<file path="src/rtl/cba_multiword_seq.sv">
// rtl/cba_multiword_seq.sv - multi-word sequencer around a carry-bypass adder, one word slice per cycle

module carry_bypass_adder #(
    parameter int INPUT_LEN = 8
) (
    input  logic [INPUT_LEN-1:0] a,
    input  logic [INPUT_LEN-1:0] b,
    input  logic                 c,
    output logic [INPUT_LEN-1:0] sum,
    output logic                 cout
);
    localparam int BLK = 4;

    logic [INPUT_LEN-1:0] p;
    logic [INPUT_LEN-1:0] g;
    logic                 cy;
    logic                 blk_cin;
    logic                 blk_p;

    // Ripple inside each 4-bit block; a fully propagating block passes its carry-in straight through.
    always_comb begin
        p       = a ^ b;
        g       = a & b;
        sum     = '0;
        cy      = c;
        blk_cin = c;
        blk_p   = 1'b1;
        for (int i = 0; i < INPUT_LEN; i++) begin
            if ((i % BLK) == 0) begin
                blk_cin = cy;
                blk_p   = 1'b1;
            end
            sum[i] = p[i] ^ cy;
            cy     = g[i] | (p[i] & cy);
            blk_p  = blk_p & p[i];
            if (((i % BLK) == BLK - 1) || (i == INPUT_LEN - 1)) begin
                cy = blk_p ? blk_cin : cy;
            end
        end
        cout = cy;
    end
endmodule

module cba_multiword_seq #(
    parameter int WORD_LEN = 8,
    parameter int NWORDS   = 4
) (
    input  logic                       clk,
    input  logic                       rst_n,
    input  logic                       in_valid,
    output logic                       in_ready,
    input  logic [NWORDS*WORD_LEN-1:0] in_a,
    input  logic [NWORDS*WORD_LEN-1:0] in_b,
    input  logic                       in_cin,
    output logic                       out_valid,
    input  logic                       out_ready,
    output logic [NWORDS*WORD_LEN-1:0] out_sum,
    output logic                       out_cout,
    output logic                       busy
);
    localparam int W     = NWORDS * WORD_LEN;
    localparam int IDX_W = (NWORDS > 1) ? $clog2(NWORDS) : 1;

    typedef enum logic [1:0] {IDLE, RUN, DONE} state_t;

    state_t             state_q, state_d;
    logic [IDX_W-1:0]   idx_q, idx_d;
    logic               carry_q, carry_d;
    logic [W-1:0]       a_q, a_d;
    logic [W-1:0]       b_q, b_d;
    logic [W-1:0]       res_q, res_d;
    logic               in_ready_q, in_ready_d;
    logic               out_valid_q, out_valid_d;
    logic               busy_q, busy_d;

    logic [WORD_LEN-1:0] slice_a;
    logic [WORD_LEN-1:0] slice_b;
    logic [WORD_LEN-1:0] slice_sum;
    logic                slice_cout;

    assign slice_a = a_q[int'(idx_q) * WORD_LEN +: WORD_LEN];
    assign slice_b = b_q[int'(idx_q) * WORD_LEN +: WORD_LEN];

    carry_bypass_adder #(.INPUT_LEN(WORD_LEN)) u_adder (slice_a, slice_b, carry_q, slice_sum, slice_cout);

    always_comb begin
        state_d = state_q;
        idx_d   = idx_q;
        carry_d = carry_q;
        a_d     = a_q;
        b_d     = b_q;
        res_d   = res_q;
        case (state_q)
            IDLE: begin
                if (in_valid) begin
                    a_d     = in_a;
                    b_d     = in_b;
                    carry_d = in_cin;
                    idx_d   = '0;
                    state_d = RUN;
                end
            end
            RUN: begin
                res_d[int'(idx_q) * WORD_LEN +: WORD_LEN] = slice_sum;
                carry_d = slice_cout;
                if (idx_q == IDX_W'(NWORDS - 1)) begin
                    state_d = DONE;
                end else begin
                    idx_d = idx_q + IDX_W'(1);
                end
            end
            DONE: begin
                if (out_ready) begin
                    state_d = IDLE;
                    idx_d   = '0;
                end
            end
            default: state_d = IDLE;
        endcase
        // Handshake flags are registered from the next state so they switch together with it.
        in_ready_d  = (state_d == IDLE);
        out_valid_d = (state_d == DONE);
        busy_d      = (state_d != IDLE);
    end

    always_ff @(posedge clk or negedge rst_n) begin
        if (!rst_n) begin
            state_q     <= IDLE;
            idx_q       <= '0;
            carry_q     <= 1'b0;
            a_q         <= '0;
            b_q         <= '0;
            res_q       <= '0;
            in_ready_q  <= 1'b1;
            out_valid_q <= 1'b0;
            busy_q      <= 1'b0;
        end else begin
            state_q     <= state_d;
            idx_q       <= idx_d;
            carry_q     <= carry_d;
            a_q         <= a_d;
            b_q         <= b_d;
            res_q       <= res_d;
            in_ready_q  <= in_ready_d;
            out_valid_q <= out_valid_d;
            busy_q      <= busy_d;
        end
    end

    assign in_ready  = in_ready_q;
    assign out_valid = out_valid_q;
    assign out_sum   = res_q;
    assign out_cout  = carry_q;
    assign busy      = busy_q;
endmodule

</file>
<file path="config.mk">
export PLATFORM = sky130hd
export DESIGN_NAME = cba_multiword_seq
export DESIGN_NICKNAME = d
export VERILOG_FILES = /design/src/rtl/cba_multiword_seq.sv
export SDC_FILE = /design/constraint.sdc
export NUM_CORES = 1
export LEC_CHECK = 0
export ABC_AREA = 0
export CELL_PAD_IN_SITES_DETAIL_PLACEMENT = 1
export CELL_PAD_IN_SITES_GLOBAL_PLACEMENT = 1
export CORE_MARGIN = 4
export CORE_UTILIZATION = 42
export CTS_BUF_LIST = sky130_fd_sc_hd__clkbuf_2
export DETAILED_ROUTE_END_ITERATION = 12
export GPL_TIMING_DRIVEN = 0
export PLACE_DENSITY_LB_ADDON = 0.1
export SYNTH_ARGS = -nofsm -noshare
export SYNTH_HDL_FRONTEND = slang
export SYNTH_SLANG_ARGS = --single-unit
</file>
<file path="constraint.sdc">
create_clock -name clk -period 5.41 [get_ports clk]
set_input_delay 0.541 -clock clk [delete_from_list [all_inputs] [get_ports clk]]
set_output_delay 0.541 -clock clk [all_outputs]
set_load 0.01 [all_outputs]
</file>
==> metrics.md <==
| Metric | Value |
|---|---|
| Status | completed |
| I/O pin count | 105 |
| WP data required | 5.90 ns |
| Cell Area, Placed | 6026 um^2 |
| Avg Synthesized Cell Area | 14.07 um^2 |
| Worst skew pair latency | 0.58 ns |
| P_sw | 1.595 mW |
| RSZ-0062 raised after global routing | no |
| #FFs+latches synth | 104 |
| CTS tree | built |
| Post-Syn Nets | 431 |
| VDD IR max | 0.2695 mV |
| Final setup TNS | 0 ns |
| Row Count | 38 |
| Total global-route track usage | 0.1848 |
| WP data arrival | 5.58 ns |
| Clock skew | 0.02611 ns |
| Synth warnings | 0 |
| Synth Instances | 340 |
| DR WL met2 | 5.846 mm |
| Final Non-Filler Cells | 602 |
| Slew of the pin with the lowest slew margin | 0.4775 ns |
| PnR Total Power | 3.903 mW |
| Max Cap Violations | 0 |
| Per-cell routed wire length | 18.56 um |
| Final period util | 0.9403 |
| Sw Share | 0.4087 |
| Setup violators final | 0 |
| Antenna-violating nets left | 0 |
| Largest net degree at the start of global routing | 71 |
| Sequential fraction of the synthesis area | 0.5442 |
| CTS Sinks | 104 |
| Worst hold path type | input port to async pin |
| Top Layer Used | met4 |
| Depth of the CTS H-tree | 3 |
| Peak Freq | 196.6 MHz |
| Routed wl met3 | 424 um |
| Total CTS buffers | 9 |
| Nets | 548 |
| M1 WL | 4.688 mm |
| Dpl hpwl | 8.649 mm |
| Gpl congestion | 0.7527 |
| Pint | 2.308 mW |
| DRT Pass-1 Iters | 4 |
| Clock root buffer master | clkbuf_2 |
| Total wire length | 11.17 mm |
| Fin area | 6172 um^2 |
| Placed Cells | 585 |
| Cell Area, Synth | 4785 um^2 |
| CP Capture Type | flop |
| Slew headroom | 0.6817 |
| Final-report hold violation count | 0 |
| Initial DRC Count | 88 |
| Commonest cells after routing, fill and taps aside | dfrtp_1 (103), clkdlybuf4s50_1 (103), mux2_1 (64), nand2_1 (35), inv_1 (20) |
| Synth top area cells | dfrtp_1 (54%), mux2_1 (15%), mux4_2 (7.5%) |
| Die height | 114.7 um |
| PwrDens | 632.4 nW/um^2 |
| Port bufs | 104 |
| Reg clk slew, reported paths | 0.27 ns |
| Final min period | 5.087 ns |
| Startpoint Class | flop |
| # Post-CTS Setup Buffers | 0 |
| Vias in the first global route | 3,406 |
| Post-route DRC | 0 |
| Synth-to-layout area growth | 29.00% |
| Die X | 114.7 um |
| Post-synth top area share | 0.5387 |
| Crit path max fanout | 10 |
| Clock buffer depth | 2 |
| Clock share of power | 0.103 |
| Pleak | 2.658 nW |
| Drt via density | 5.141 |
| Cell taking the most area after synthesis | dfrtp_1 |
| Routed via count | 3,095 |
| Crit path kind | flop to flop |
| Hold_ws | 0.4033 ns |
| Synth unique cells | 31 |
| Fraction of layout cells with a size suffix above 1 | 0.1082 |
| Die area | 13,160 um^2 |
| Pins Over Slew Limit | 0 |
| Reg power frac | 0.337 |
| First-pass GRT wire length | 18.55 mm |
| Comb pwr share | 0.560 |
| Total grt overflow | 0 |
| Starting Density | 0.4356 |
| Core footprint | 10,980 um^2 |
| ANT cells | 0 |
| Antenna violations before repair | 0 |
## flip-flops by register name, indices dropped and copies added, names as in the netlist
signal,count
busy,1
state_q,2
out_valid,1
a_q,32
out_cout,1
idx_q,2
b_q,32
out_sum,32
in_ready,1
## power groups by stage
stage          combinational (mW)  clock, mW  sequential [mW]
2_1_floorplan                1.35          0             1.32
3_3_place_gp                 2.14          0             1.32
3_5_place_dp                 2.21          0             1.34
4_1_cts                      2.22      0.416             1.32
5_1_grt                      2.43      0.451             1.37
6_report                     2.18      0.403             1.32
## synth_stat cells (all sizes together)
master and instances:
a221oi 1, a22o 8, and3 2, and4 1, buf 13, dfrtp 103
dfstp 1, fa 8, ha 14, inv 20, mux2 64, mux2i 3
mux4 16, nand2 35, nand2b 2, nand3 3, nand4 2, nor2 4
nor2b 1, nor3b 3, nor4 1, o21ai 29, o22ai 3, o31a 1
or4 1, xnor2 1
## per-layer routing
| layer | track usage | up-vias |
|---|---|---|
| li1 | - | 1428 |
| met1 | 0.2389 | 1575 |
| met2 | 0.3190 | 77 |
| met3 | 0.02526 | 15 |
| met4 | 0.06808 | 0 |
| met5 | 0 | - |
## cells by family (layout without fill, tap and decap cells)
logic type | Yosys count | count (layout) | share of synthesized area
AOI/OAI and AO/OA | 42 | 42 | 0.05256
xor gates and xnor gates | 1 | 1 | 0.001831
adders and majority gates | 22 | 22 | 0.07008
buffers and inverters | 33 | 155 | 0.04079
DFF | 104 | 104 | 0.5442
muxes | 83 | 83 | 0.2322
and+or+nand+nor | 55 | 55 | 0.05831
## final timing paths
check                                       start                 endpoint  slack, ns  cells past startpoint
max in group asynchronous                   rst_n       in_ready$_DFF_PN1_       4.25                      3
min in group clk           out_sum[1]$_DFFE_PN0P_   out_sum[1]$_DFFE_PN0P_       0.52                      2
min                                         rst_n   out_sum[5]$_DFFE_PN0P_       0.40                      2
max reg2reg                  idx_q[1]$_DFFE_PN0P_  out_sum[31]$_DFFE_PN0P_       0.32                     16
max                          idx_q[1]$_DFFE_PN0P_  out_sum[31]$_DFFE_PN0P_       0.32                     16
min reg2reg                out_sum[1]$_DFFE_PN0P_   out_sum[1]$_DFFE_PN0P_       0.52                      2
## final cells by class
class | count | area [um^2]
Multi-Input combinational cell | 203 | 1986
Fill cell | 1116 | 4811
Clock buffer | 9 | 45.04
Sequential cell | 104 | 2604
Tap cell | 140 | 175.2
Timing Repair Buffer | 106 | 1076
Clock inverter | 7 | 86.33
Inverter | 20 | 75.07
Buffer | 13 | 125.1
## per-stage QoR
step / util / setup slack [ns]
global placement: 0.5464 / -0.09290
detailed placement: 0.5486 / 0.1723
floorplan: - / 0.8832
finish: 0.5620 / 0.3227
CTS: 0.5615 / 0.1230
global route: 0.5620 / 0.07920
## worst max-delay path, stage by stage, from the launching register on
cell and delay [ns]:
dfrtp_1 0.46, clkbuf_4 0.28, clkbuf_4 0.30, mux4_2 0.27, fa_1 0.17, inv_1 0.05
fa_1 0.37, fa_1 0.41, fa_1 0.39, nand2_1 0.07, o21ai_0 0.16, fa_1 0.48
fa_1 0.40, fa_1 0.39, inv_1 0.09, fa_1 0.49, a22o_1 0.23
## repair_timing
action | in CTS | in global routing
hold endpoints to repair | 34 | 0
setup endpoints to repair | 0 | 4
hold buffers | 1 | 0
resized for setup | 0 | 2
Note: power is estimated with default switching activity, not from simulation.
